## src/rtl/spi_flash_pkg.sv

```systemverilog
// Shared opcodes, FSM states, request payload and frame builders for spi_flash_bridge.
// SPI_FLASH_FAST_READ_EN selects FAST READ (0x0B + dummy byte) for bus reads.
package spi_flash_pkg;

  localparam logic [7:0] OP_READ      = 8'h03;
  localparam logic [7:0] OP_FAST_READ = 8'h0B;
  localparam logic [7:0] OP_PROG      = 8'h02;
  localparam logic [7:0] OP_WREN      = 8'h06;
  localparam logic [7:0] OP_RDSR      = 8'h05;

  localparam int unsigned TX_W      = 48;
  localparam int unsigned NB_W      = 6;
  localparam int unsigned WREN_BITS = 8;
  localparam int unsigned PROG_BITS = 40;
  localparam int unsigned RDSR_BITS = 16;
`ifdef SPI_FLASH_FAST_READ_EN
  localparam int unsigned RD_BITS   = 48;
`else
  localparam int unsigned RD_BITS   = 40;
`endif

  typedef logic [23:0] flash_addr_t;

  typedef enum logic [2:0] {
    ST_IDLE,
    ST_RD_FRAME,
    ST_WREN,
    ST_PROG,
    ST_RDSR,
    ST_GAP
  } state_t;

  typedef struct packed {
    logic        rw;
    flash_addr_t addr;
    logic [7:0]  data;
  } req_t;

  // Frames are left-aligned; bits past the command/address phase shift out as 0.
  function automatic logic [TX_W-1:0] rd_frame(input flash_addr_t a);
`ifdef SPI_FLASH_FAST_READ_EN
    return {OP_FAST_READ, a, 16'h0000};
`else
    return {OP_READ, a, 16'h0000};
`endif
  endfunction

  function automatic logic [TX_W-1:0] prog_frame(input flash_addr_t a, input logic [7:0] d);
    return {OP_PROG, a, d, 8'h00};
  endfunction

  function automatic logic [TX_W-1:0] wren_frame();
    return {OP_WREN, 40'h0};
  endfunction

  function automatic logic [TX_W-1:0] rdsr_frame();
    return {OP_RDSR, 40'h0};
  endfunction

endpackage

```

## src/rtl/spi_shift_engine.sv

```systemverilog
// SPI Mode-0 framer: drives CS/SCK/MOSI for one N-bit frame per start and shifts MISO
// into rx_byte; done_c marks the cycle whose edge raises CS.
module spi_shift_engine
  import spi_flash_pkg::*;
#(
  parameter int unsigned CLK_DIV = 2
) (
  input  logic            clk,
  input  logic            reset,
  input  logic            start,
  input  logic [NB_W-1:0] nbits,
  input  logic [TX_W-1:0] tx_data,
  input  logic            spi_miso,
  output logic            done_c,
  output logic [7:0]      rx_byte,
  output logic            spi_clk,
  output logic            spi_mosi,
  output logic            spi_cs
);

  localparam int unsigned DIV_W = (CLK_DIV > 1) ? $clog2(CLK_DIV) : 1;

  logic             active;
  logic [DIV_W-1:0] div_cnt;
  logic [NB_W-1:0]  bits_left;
  logic [TX_W-1:0]  shreg;
  logic             phase_end_c;

  assign phase_end_c = (div_cnt == DIV_W'(CLK_DIV - 1));
  assign done_c      = active && phase_end_c && spi_clk && (bits_left == NB_W'(1));

  always_ff @(posedge clk or negedge reset) begin
    if (!reset) begin
      active    <= 1'b0;
      div_cnt   <= '0;
      bits_left <= '0;
      shreg     <= '0;
      rx_byte   <= '0;
      spi_clk   <= 1'b0;
      spi_mosi  <= 1'b0;
      spi_cs    <= 1'b1;
    end else if (!active) begin
      if (start) begin
        active    <= 1'b1;
        spi_cs    <= 1'b0;
        spi_clk   <= 1'b0;
        spi_mosi  <= tx_data[TX_W-1];
        shreg     <= {tx_data[TX_W-2:0], 1'b0};
        bits_left <= nbits;
        div_cnt   <= '0;
      end
    end else if (!phase_end_c) begin
      div_cnt <= div_cnt + DIV_W'(1);
    end else begin
      div_cnt <= '0;
      if (!spi_clk) begin
        // MISO is captured on the edge that raises SCK
        spi_clk <= 1'b1;
        rx_byte <= {rx_byte[6:0], spi_miso};
      end else if (bits_left == NB_W'(1)) begin
        spi_clk  <= 1'b0;
        spi_cs   <= 1'b1;
        spi_mosi <= 1'b0;
        active   <= 1'b0;
      end else begin
        spi_clk   <= 1'b0;
        spi_mosi  <= shreg[TX_W-1];
        shreg     <= {shreg[TX_W-2:0], 1'b0};
        bits_left <= bits_left - NB_W'(1);
      end
    end
  end

endmodule

```

## src/rtl/spi_flash_bridge.sv

```systemverilog
// 6809-bus to SPI Mode-0 serial flash bridge: blocking byte read, posted WREN/PROG/RDSR write.
// SPI_FLASH_FAST_READ_EN selects FAST READ (0x0B + dummy byte) for bus reads.
module spi_flash_bridge
  import spi_flash_pkg::*;
#(
  parameter int unsigned CLK_DIV   = 2,
  parameter int unsigned ADDR_W    = 12,
  parameter logic [23:0] ADDR_BASE = 24'h0,
  parameter int unsigned CS_GAP    = 4,
  parameter int unsigned POLL_WIP  = 1,
  parameter int unsigned POLL_MAX  = 1024
) (
  input  logic              clk,
  input  logic              reset,
  input  logic              i_req,
  input  logic              i_RW,
  input  logic [ADDR_W-1:0] i_addr,
  input  logic [7:0]        i_DataBus,
  output logic [7:0]        o_spi_data,
  output logic              o_MemoryReady,
  output logic              o_busy,
  output logic              o_err,
  output logic              o_SPI_CLK,
  output logic              o_SPI_MOSI,
  output logic              o_SPI_CS,
  input  logic              i_SPI_MISO
);

  localparam int unsigned GAP_W  = $clog2(CS_GAP + 1);
  localparam int unsigned POLL_W = $clog2(POLL_MAX + 1);

  state_t                state_q, state_d;
  state_t                gap_next_q, gap_next_d;
  logic [GAP_W-1:0]      gap_cnt_q, gap_cnt_d;
  logic [POLL_W-1:0]     poll_cnt_q, poll_cnt_d;
  flash_addr_t           cur_addr_q, cur_addr_d;
  logic [7:0]            cur_data_q, cur_data_d;
  req_t                  pend_q, pend_d;
  logic                  pend_valid_q, pend_valid_d;
  logic                  ready_q, ready_d;
  logic                  busy_q, busy_d;
  logic                  err_q, err_d;
  logic [7:0]            data_q, data_d;

  req_t                  req_in_c;
  req_t                  launch_c;
  logic                  start_c;
  logic [NB_W-1:0]       nbits_c;
  logic [TX_W-1:0]       tx_c;
  logic                  done_c;
  logic [7:0]            rx_byte;

  spi_shift_engine #(
    .CLK_DIV (CLK_DIV)
  ) u_engine (
    .clk      (clk),
    .reset    (reset),
    .start    (start_c),
    .nbits    (nbits_c),
    .tx_data  (tx_c),
    .spi_miso (i_SPI_MISO),
    .done_c   (done_c),
    .rx_byte  (rx_byte),
    .spi_clk  (o_SPI_CLK),
    .spi_mosi (o_SPI_MOSI),
    .spi_cs   (o_SPI_CS)
  );

  // Bus request mapped into the flash window (24-bit wrap is intentional)
  always_comb begin
    req_in_c.rw   = i_RW;
    req_in_c.addr = ADDR_BASE + 24'(i_addr);
    req_in_c.data = i_DataBus;
    launch_c      = pend_valid_q ? pend_q : req_in_c;
  end

  always_ff @(posedge clk or negedge reset) begin
    if (!reset) begin
      state_q      <= ST_IDLE;
      gap_next_q   <= ST_IDLE;
      gap_cnt_q    <= '0;
      poll_cnt_q   <= '0;
      cur_addr_q   <= '0;
      cur_data_q   <= '0;
      pend_q       <= '0;
      pend_valid_q <= 1'b0;
      ready_q      <= 1'b1;
      busy_q       <= 1'b0;
      err_q        <= 1'b0;
      data_q       <= '0;
    end else begin
      state_q      <= state_d;
      gap_next_q   <= gap_next_d;
      gap_cnt_q    <= gap_cnt_d;
      poll_cnt_q   <= poll_cnt_d;
      cur_addr_q   <= cur_addr_d;
      cur_data_q   <= cur_data_d;
      pend_q       <= pend_d;
      pend_valid_q <= pend_valid_d;
      ready_q      <= ready_d;
      busy_q       <= busy_d;
      err_q        <= err_d;
      data_q       <= data_d;
    end
  end

  always_comb begin
    state_d      = state_q;
    gap_next_d   = gap_next_q;
    gap_cnt_d    = gap_cnt_q;
    poll_cnt_d   = poll_cnt_q;
    cur_addr_d   = cur_addr_q;
    cur_data_d   = cur_data_q;
    pend_d       = pend_q;
    pend_valid_d = pend_valid_q;
    ready_d      = ready_q;
    err_d        = err_q;
    data_d       = data_q;
    start_c      = 1'b0;
    nbits_c      = '0;
    tx_c         = '0;

    case (state_q)
      ST_IDLE: begin
        if (pend_valid_q || i_req) begin
          pend_valid_d = 1'b0;
          cur_addr_d   = launch_c.addr;
          cur_data_d   = launch_c.data;
          poll_cnt_d   = '0;
          start_c      = 1'b1;
          if (launch_c.rw) begin
            state_d = ST_RD_FRAME;
            nbits_c = NB_W'(RD_BITS);
            tx_c    = rd_frame(launch_c.addr);
            ready_d = 1'b0;
          end else begin
            state_d = ST_WREN;
            nbits_c = NB_W'(WREN_BITS);
            tx_c    = wren_frame();
            ready_d = 1'b1;
          end
        end
      end
      ST_RD_FRAME: begin
        if (done_c) begin
          data_d     = rx_byte;
          ready_d    = 1'b1;
          state_d    = ST_GAP;
          gap_next_d = ST_IDLE;
        end
      end
      ST_WREN: begin
        if (done_c) begin
          state_d    = ST_GAP;
          gap_next_d = ST_PROG;
        end
      end
      ST_PROG: begin
        if (done_c) begin
          state_d    = ST_GAP;
          gap_next_d = (POLL_WIP != 0) ? ST_RDSR : ST_IDLE;
        end
      end
      ST_RDSR: begin
        if (done_c) begin
          state_d    = ST_GAP;
          gap_next_d = ST_IDLE;
          if (rx_byte[0]) begin
            if (poll_cnt_q == POLL_W'(POLL_MAX - 1)) begin
              err_d = 1'b1;
            end else begin
              poll_cnt_d = poll_cnt_q + POLL_W'(1);
              gap_next_d = ST_RDSR;
            end
          end
        end
      end
      ST_GAP: begin
        if (gap_cnt_q == GAP_W'(CS_GAP - 1)) begin
          gap_cnt_d = '0;
          state_d   = gap_next_q;
          start_c   = (gap_next_q != ST_IDLE);
          case (gap_next_q)
            ST_PROG: begin
              nbits_c = NB_W'(PROG_BITS);
              tx_c    = prog_frame(cur_addr_q, cur_data_q);
            end
            ST_RDSR: begin
              nbits_c = NB_W'(RDSR_BITS);
              tx_c    = rdsr_frame();
            end
            default: ;
          endcase
        end else begin
          gap_cnt_d = gap_cnt_q + GAP_W'(1);
        end
      end
      default: state_d = ST_IDLE;
    endcase

    // Requests arriving mid-sequence park in the single-entry buffer and stall the CPU
    if (i_req && (state_q != ST_IDLE || pend_valid_q)) begin
      if (pend_valid_q) begin
        err_d = 1'b1;
      end else begin
        pend_d       = req_in_c;
        pend_valid_d = 1'b1;
        ready_d      = 1'b0;
      end
    end

    busy_d = (state_d != ST_IDLE) || pend_valid_d;
  end

  assign o_spi_data    = data_q;
  assign o_MemoryReady = ready_q;
  assign o_busy        = busy_q;
  assign o_err         = err_q;

endmodule

```

## config.mk

```make
export PLATFORM = sky130hd
export DESIGN_NAME = spi_flash_bridge
export DESIGN_NICKNAME = d
export VERILOG_FILES = /design/src/rtl/spi_flash_pkg.sv /design/src/rtl/spi_shift_engine.sv /design/src/rtl/spi_flash_bridge.sv
export SDC_FILE = /design/constraint.sdc
export NUM_CORES = 1
export LEC_CHECK = 0
export CORE_AREA = 2 2 171 173
export DETAILED_ROUTE_END_ITERATION = 8
export DIE_AREA = 0 0 173 175
export GPL_ROUTABILITY_DRIVEN = 0
export PLACE_DENSITY = 0.36
export SYNTH_ARGS = -nofsm -noshare
export SYNTH_HDL_FRONTEND = slang
export SYNTH_SLANG_ARGS = --single-unit
export TNS_END_PERCENT = 1
```

## constraint.sdc

```tcl
create_clock -name clk -period 4.6 [get_ports clk]
set_clock_uncertainty 0.05 [all_clocks]
set_input_delay 0.46 -clock clk [delete_from_list [all_inputs] [get_ports clk]]
set_output_delay 0.46 -clock clk [all_outputs]
set_load 0.01 [all_outputs]
```

==> results of run 1 <==
==> registers in the layout, indices dropped and copies added (netlist names), 2 cells and up <==
signal	cells
gap_cnt_q	3
state_q	3
cur_data_q	8
gap_next_q	2
u_engine.rx_byte	8
u_engine.shreg	39
o_spi_data	8
poll_cnt_q	11
u_engine.bits_left	6
pend_q	33
cur_addr_q	24
==> power by group <==
part	internal [W]	switching [W]
registers	0.00138	0.0000134
logic	0.0000529	0.0000557
clock network	0.000860	0.000565
==> worst max-delay path, stage by stage (launching register included) <==
cell      delay (ns)
dfrtp_1         0.73
buf_4           0.41
mux2i_1         0.16
or3b_1          0.48
nor2_1          0.72
a222oi_1        0.21
a21oi_1         0.20
==> worst paths after layout <==
check / startpoint / to / depth (start not counted)
min in group asynchronous: reset / o_spi_data[3] / 2
hold / removal: u_engine.shreg[41] / u_engine.shreg[41] / 2
setup reg to reg: pend_valid_q / u_engine.shreg[27] / 6
hold reg to reg: u_engine.shreg[41] / u_engine.shreg[41] / 2
setup / recovery: pend_valid_q / u_engine.shreg[27] / 6
max in group asynchronous: reset / o_MemoryReady / 3
==> routing by layer <==
layer | up-vias | track usage (%)
met3 | 23 | 2.154
met2 | 113 | 19.18
met1 | 2506 | 15.46
met4 | 0 | 4.520
li1 | 2350 | -
met5 | - | 0
==> what timing repair did <==
item	4_1_cts	5_1_grt
hold buffers	1	0
gates resized for setup	0	0
endpoints found under the hold margin	1	0
==> final cells by class <==
class	instances	share of cell area, %
Clock buffer	18	5.249
Clock inverter	12	1.795
Inverter	10	0.4486
Multi-Input combinational cell	426	34.77
Sequential cell	154	46.09
Tap cell	384	5.742
Timing Repair Buffer	51	5.907
==> placed cells by master (no fill, tap or decap), types with 4 or more instances in the layout <==
master           instances
dfrtp_1                152
mux2_2                  61
a21oi_1                 51
nand2_1                 50
nor2_1                  47
clkdlybuf4s50_1         37
o21ai_0                 34
nand3_1                 33
a22o_1                  20
clkbuf_16               17
nor2b_1                 16
a222oi_1                12
buf_4                   11
inv_1                   10
mux2i_1                 10
a221oi_1                 9
ha_1                     7
nand2b_1                 5
a31oi_1                  5
nand4_1                  4
nor3_1                   4
clkinv_2                 4
==> cells by family after synthesis <==
kind of cell,after synthesis,synth area share (%)
simple gates,193,14.05
buf+inv,53,3.298
xor+xnor,1,0.1255
flops,154,55.24
mux,71,11.27
fa+ha+maj,7,1.255
compound gates,154,14.75
==> through the flow <==
step | instances | area (sq um) | hold slack [ns]
5_1_grt | 1055 | 8367 | 0.4652
6_report | 1055 | 8367 | 0.4191
2_1_floorplan | 633 | 6980 | 0.1144
4_1_cts | 1055 | 8367 | 0.4211
3_5_place_dp | 1024 | 7767 | 0.4071
3_3_place_gp | 1024 | 7767 | 0.4088
==> impl_metrics.json, run 1 <==
{
  "areaGrowthSynthToFinish_pct": 19.86,
  "fin_crit_ns": 3.052,
  "leakage_nw": 3.570,
  "final_hold_viol_count": 0,
  "wl_met1_um": 8020,
  "nets": 692,
  "synth_edf_count": 0,
  "drc": 0,
  "route.met2.wl_um": 7868,
  "grt_max_degree": 91,
  "dp_hpwl_um": 10680,
  "grt_pass1_wl_um": 28460,
  "worst_ep_arrival_time_ns": 3.34,
  "clkLatencyLatePin_ns": 0.42,
  "num_vias": 4992,
  "p_per_area_nw_per_um2": 350.0,
  "hold_path_class": "register to register",
  "drtPass1Iterations": 5,
  "synth_common_cells": "152 x dfrtp_1, 61 x mux2_2, 51 x a21oi_1, 50 x nand2_1, 47 x nor2_1",
  "utilization_pct": 29.47,
  "cp_max_fo": 18,
  "setup_slack_ns": 1.548,
  "crit_path_end_kind": "register",
  "cts_num_sinks": 154,
  "die_x_um": 173,
  "totalPowerFinal_w": 0.002928,
  "max-slew-margin-rel_pct": 39.57,
  "htree_levels": 4,
  "avgSynthCellArea_sq_um": 11.03,
  "cts_tree": "built",
  "synth_area_sq_um": 6980,
  "seq_area_sq_um": 3856,
  "peakVddDrop_mv": 0.1878,
  "top_layer": "met4",
  "critPathKind": "register to register",
  "ys_seq_area_share_pct": 55.24,
  "grt_overflow_total": 0,
  "rsz0062_at_grt": "no",
  "routed_wl_um": 16810,
  "portBuffers": 38,
  "worstMarginPinSlew_ns": 0.9032,
  "drv_cap": 0,
  "io_pins": 39,
  "status": "complete, no violations",
  "dp_worst_setup_slack_ns": 1.537,
  "synth_top_area_cell": "dfrtp_1",
  "fp.coreArea_sq_um": 28390,
  "start_util_pct": 24.59,
  "synth-seq-cells": 154,
  "grt_usage_pct": 11.74,
  "viasPerCell": 4.732,
  "setup_viol": 0,
  "diodes": 0,
  "synth.area.top_cells": "dfrtp_1 54%, mux2_2 9.8%, a21oi_1 3.7%",
  "synthCells": 633,
  "yosysMostFrequentCell": "dfrtp_1",
  "path_clk_slew_ns": 0.06,
  "async_reset_ff_share_pct": 100.0,
  "final-max-slew-violation-count": 0,
  "numCtsBuffers": 17,
  "synth_ff_type": "dfrtp_1",
  "die_h_um": 175,
  "fin_crit_sh_pct": 66.35,
  "synth.distinct_cells": 60,
  "ys_warn_count": 0,
  "yosysTopAreaCellShare_pct": 54.49,
  "routedWlPerCell_um": 15.93,
  "r2r_setup_slack_ns": 1.55,
  "antenna_found_initial": 0,
  "fmax_ghz": 0.3276,
  "cp_data_required_time_ns": 4.89,
  "placementRows": 62,
  "met3_length_um": 609,
  "root_buffer": "clkbuf_16",
  "syn_nets": 665,
  "fillers": 2965,
  "fin_setup_tns_ns": 0,
  "drtAntennaViolNets": 0,
  "start_kind": "register",
  "multiInputGateArea_sq_um": 2909,
  "cts_setup_buffers": 0,
  "grt_pass1_vias": 5266,
  "drive_gt1_share_pct": 18.03,
  "cts_buffer_depth": 2,
  "drt_iter0_drc": 396,
  "fp.dieArea_sq_um": 30280
}
Power figures use the tool's default switching activity.
==> run 2: changes to the inputs <==
--- a/config.mk
+++ b/config.mk
@@ -9,7 +9,7 @@
 export DETAILED_ROUTE_END_ITERATION = 8
 export DIE_AREA = 0 0 173 175
 export GPL_ROUTABILITY_DRIVEN = 0
-export PLACE_DENSITY = 0.36
+export PLACE_DENSITY = 0.37
 export SYNTH_ARGS = -nofsm -noshare
 export SYNTH_HDL_FRONTEND = slang
 export SYNTH_SLANG_ARGS = --single-unit
==> constraint.sdc (replaced) <==
create_clock -name clk -period 2.53 [get_ports clk]
set_clock_uncertainty 0.05 [all_clocks]
set_input_delay 0.253 -clock clk [delete_from_list [all_inputs] [get_ports clk]]
set_output_delay 0.253 -clock clk [all_outputs]
set_load 0.01 [all_outputs]
==> impl_metrics.json, run 2 (same netlist as run 1, synthesis figures left out) <==
{
  "nets": 706,
  "htree_levels": 4,
  "drtAntennaViolNets": 0,
  "grt_usage_pct": 11.81,
  "portBuffers": 38,
  "p_int_w": 0.004025,
  "top_register": "u_engine.shreg",
  "dp_hpwl_um": 10930,
  "fillers": 2994,
  "reg2reg_depth": 7,
  "grt_overflow_total": 0,
  "fin_crit_ns": 2.349,
  "rsz0062_at_grt": "no",
  "p_sw_share_pct": 22.95,
  "cts_tree": "built",
  "drt_iter0_drc": 260,
  "status": "complete, no violations",
  "fp.dieArea_sq_um": 30280,
  "crit_path_end_kind": "register",
  "grt_pass1_vias": 5321,
  "root_buffer": "clkbuf_16",
  "r2r-end": "o_busy",
  "fmax_ghz": 0.4258,
  "fp.coreArea_sq_um": 28390,
  "peakVddDrop_mv": 0.3881,
  "cts_num_sinks": 154,
  "fin_area_sq_um": 8514,
  "finalNonFillerCells": 1071,
  "setup_viol": 0,
  "largest_reg_flops": 39,
  "clkPwrFrac_pct": 47.6,
  "leakage_nw": 3.650,
  "layout_common_cells": "152 x dfrtp_1, 61 x mux2_2, 51 x a21oi_1",
  "final_hold_viol_count": 0,
  "antenna_found_initial": 0,
  "viasPerCell": 4.652,
  "start_util_pct": 24.59,
  "cts_buffer_depth": 2,
  "grt_pass1_wl_um": 28580,
  "drv_cap": 0,
  "start_kind": "register",
  "drc": 0,
  "die_x_um": 173,
  "r2r_setup_slack_ns": 0.18,
  "p_comb_share_pct": 3.9,
  "io_pins": 39,
  "p_per_area_nw_per_um2": 613.5,
  "p_sw_w": 0.001199,
  "cts_setup_buffers": 0,
  "grt_max_degree": 56,
  "worst_ep_arrival_time_ns": 2.58,
  "critPathKind": "register to register",
  "diodes": 0,
  "mostFrequentLayoutCell": "dfrtp_1",
  "dpl.cell_count": 1038,
  "routed_wl_um": 16990,
  "worstMarginPinSlew_ns": 0.7698,
  "num_vias": 4982,
  "cp_max_fo": 6,
  "utilization_pct": 29.99,
  "routedWlPerCell_um": 15.87,
  "drive_gt1_share_pct": 19.80,
  "fin_setup_tns_ns": 0,
  "numCtsBuffers": 17,
  "fin_crit_sh_pct": 92.83,
  "totalPowerFinal_w": 0.005224,
  "max-slew-margin-rel_pct": 48.68,
  "final-max-slew-violation-count": 0,
  "pwr-share-seq_pct": 48.5,
  "placementRows": 62,
  "largestRegisters": "u_engine.shreg (39), pend_q (33), cur_addr_q (24)",
  "drtPass1Iterations": 4,
  "path_clk_slew_ns": 0.07,
  "areaGrowthSynthToFinish_pct": 21.98,
  "hold_path_class": "input port to asynchronous set/reset pin",
  "cp_data_required_time_ns": 2.76,
  "dpl_cell_area_sq_um": 7935,
  "timing.rr.start": "u_engine.bits_left[1]",
  "clkLatencyLatePin_ns": 0.42,
  "die_h_um": 175
}
[run 2: through the flow]
step	hold slack, ns	setup WS, ns
floorplan	-0.09259	0.3439
global placement	0.2101	0.1914
detailed placement	0.2129	0.1312
CTS	0.3357	0.1512
global route	0.3683	0.01269
finish	0.3114	0.1813
[run 2: worst max-delay path by stage]
stage	slack (ns)	cells past startpoint	to	startpoint
after floorplan	0.34	8	o_spi_data[0]	u_engine.bits_left[1]
after detailed placement	0.13	5	poll_cnt_q[9]	i_req
after global placement	0.19	8	u_engine.shreg[28]	u_engine.bits_left[1]
after CTS	0.15	7	o_busy	u_engine.bits_left[1]
final	0.18	7	o_busy	u_engine.bits_left[1]
after global routing	0.01	7	o_busy	u_engine.bits_left[1]
[run 2: cell type report]
| cell class | instances | area, sq um | area share, % |
|---|---|---|---|
| clock buffer | 20 | 456.7 | 5.364 |
| clock inverter | 12 | 112.6 | 1.323 |
| multi-input combinational | 426 | 2909 | 34.17 |
| timing repair buffer | 65 | 661.9 | 7.774 |
| tap | 384 | 480.5 | 5.643 |
| sequential | 154 | 3856 | 45.29 |
| inverter | 10 | 37.54 | 0.4409 |
[run 2: critical path: stages (launching register included)]
cell	delay, ns
dfrtp_1	0.37
inv_1	0.09
ha_1	0.18
or4b_4	0.49
nor3_4	0.24
nand2b_1	0.16
a32oi_1	0.10
or4b_1	0.54
[run 2: power by group through the flow]
stage                     clock network, W  registers (W)  logic [W]
after global routing               0.00269        0.00254   0.000231
final                              0.00249        0.00253   0.000204
after CTS                          0.00259        0.00253   0.000213
after detailed placement                 0        0.00258   0.000211
after global placement                   0        0.00258   0.000208
after floorplan                          0        0.00257  0.0000799
[run 2: what timing repair did]
action | 4_1_cts | 5_1_grt
resized for setup | 0 | 0
hold buffers | 1 | 0
endpoints found under the hold margin | 48 | 0
[run 2: metal layers]
metal,part of all wire (%),track usage (%),vias to the layer above
met5,0,0,-
met2,49,19.48,75
met4,1.5,4.131,0
met1,47,15.60,2519
li1,-,-,2370
met3,2.6,2.089,18
==> run 3: changes to the inputs <==
--- a/config.mk
+++ b/config.mk
@@ -10,6 +10,7 @@
 export DIE_AREA = 0 0 173 175
 export GPL_ROUTABILITY_DRIVEN = 0
 export PLACE_DENSITY = 0.37
+export SETUP_SLACK_MARGIN = 0.2
 export SYNTH_ARGS = -nofsm -noshare
 export SYNTH_HDL_FRONTEND = slang
 export SYNTH_SLANG_ARGS = --single-unit
==> impl_metrics.json, run 3 (same netlist as run 1, synthesis figures left out) <==
{
  "largest_reg_flops": 39,
  "routedWlPerCell_um": 15.79,
  "grt_usage_pct": 11.83,
  "grt_pass1_wl_um": 28660,
  "fmax_ghz": 0.4393,
  "areaGrowthSynthToFinish_pct": 23.53,
  "die_x_um": 173,
  "drt_iter0_drc": 260,
  "status": "complete, no violations",
  "routed_wl_um": 17040,
  "num_vias": 4982,
  "route.met2.wl_um": 8457,
  "r2r_setup_slack_ns": 0.25,
  "fp.dieArea_sq_um": 30280,
  "grt_pass1_vias": 5332,
  "start_kind": "register",
  "slowest_delay_ns": 0.54,
  "hold_path_class": "input port to asynchronous set/reset pin",
  "cts_num_sinks": 154,
  "clkLatencyLatePin_ns": 0.42,
  "r2r-end": "o_busy",
  "p_per_area_nw_per_um2": 605.3,
  "rsz0062_at_grt": "yes",
  "leakage_nw": 3.691,
  "final_hold_viol_count": 0,
  "crit_path_end_kind": "register",
  "drv_cap": 0,
  "mostFrequentLayoutCell": "dfrtp_1",
  "drtPass1Iterations": 5,
  "fp.coreArea_sq_um": 28390,
  "start_util_pct": 24.59,
  "max-slew-margin-rel_pct": 62.17,
  "placementRows": 62,
  "crit_buf_inv": 1,
  "cp_cell_sequence": "inv_2 > ha_4 > or4b_4 > nor3_4 > nand2b_4 > a32oi_2 > or4b_1",
  "top_layer": "met4",
  "drc": 0,
  "wl_met1_um": 8032,
  "drtAntennaViolNets": 0,
  "cpMaxStageDelayCell": "or4b_1",
  "root_buffer": "clkbuf_16",
  "cts_buffer_depth": 2,
  "crit_family": "simple AND/OR/NAND/NOR gates",
  "peakVddDrop_mv": 0.3883,
  "fin_setup_tns_ns": 0,
  "io_pins": 39,
  "diodes": 0,
  "worstMarginPinSlew_ns": 0.5675,
  "cp_max_fo": 4,
  "viasPerCell": 4.617,
  "drive_gt1_share_pct": 21.58,
  "antenna_found_initial": 0,
  "hold_ws_ns": 0.3113,
  "top_register": "u_engine.shreg",
  "final-max-slew-violation-count": 0,
  "die_h_um": 175,
  "fin_crit_sh_pct": 89.97,
  "path_clk_slew_ns": 0.07,
  "utilization_pct": 30.37,
  "layout_common_cells": "151 x dfrtp_1, 61 x mux2_2, 50 x nand2_1, 50 x a21oi_1, 47 x nor2_1",
  "fillers": 2987,
  "critPathKind": "register to register",
  "portBuffers": 38,
  "largestRegisters": "u_engine.shreg (39), pend_q (33), cur_addr_q (24)",
  "cp_data_required_time_ns": 2.76,
  "htree_levels": 4,
  "nets": 714,
  "grt_overflow_total": 0,
  "met3_length_um": 458,
  "numCtsBuffers": 17,
  "fin_crit_ns": 2.276,
  "timing.rr.start": "u_engine.bits_left[1]",
  "setup_viol": 0,
  "cts_tree": "built",
  "reg2reg_depth": 7,
  "dp_hpwl_um": 10930,
  "worst_ep_arrival_time_ns": 2.50,
  "grt_max_degree": 56
}
==> run 3: worst max-delay path by stage <==
stage	from	to	cells past startpoint
floorplan	u_engine.bits_left[1]	o_spi_data[0]	8
global placement	u_engine.bits_left[1]	u_engine.shreg[28]	8
detailed placement	i_req	poll_cnt_q[9]	5
CTS	u_engine.bits_left[1]	o_busy	7
global route	u_engine.bits_left[1]	o_busy	7
finish	u_engine.bits_left[1]	o_busy	7
==> run 3: worst register-to-register path, cell delays in order, from the launching register on <==
cell      delay, ns
dfrtp_1        0.38
inv_2          0.08
ha_4           0.14
or4b_4         0.48
nor3_4         0.20
nand2b_4       0.18
a32oi_2        0.11
or4b_1         0.54
==> run 3: metal layers <==
metal  vias up  global-route usage [%]
li1       2389                       -
met4         0                   4.131
met3         4                   2.089
met2        62                   19.48
met1      2527                   15.66
met5         -                       0
==> run 3: where the power goes <==
group	internal (W)	leakage [nW]	total (W)	switching, W
registers	0.00251	2.00	0.00253	0.0000239
logic	0.000100	1.42	0.000204	0.000104
clock network	0.00141	0.265	0.00248	0.00107
==> run 3: cell type report <==
cell class | count | area [sq um] | area share, %
timing repair buffer | 73 | 738.2 | 8.561
inverter | 10 | 37.54 | 0.4353
clock buffer | 20 | 456.7 | 5.296
clock inverter | 12 | 112.6 | 1.306
multi-input combinational | 426 | 2940 | 34.10
sequential | 154 | 3857 | 44.73
tap | 384 | 480.5 | 5.572
==> run 3: what timing repair did <==
item                                    4_1_cts  5_1_grt
gates resized for setup                       6        3
hold buffers                                  1        0
endpoints found under the hold margin        48        0
endpoints found under the setup margin        2       35
setup buffers                                 2        6
pin swaps                                     2        4
==> run 3: per-stage QoR <==
stage	instances	power (W)	area (sq um)	setup WS [ns]
after floorplan	633	0.002653	6980	0.3439
after global placement	1038	0.002785	7935	0.1914
after detailed placement	1038	0.002791	7935	0.1312
after CTS	1073	0.005335	8554	0.1835
after global routing	1079	0.005464	8623	0.1331
final	1079	0.005220	8623	0.2537
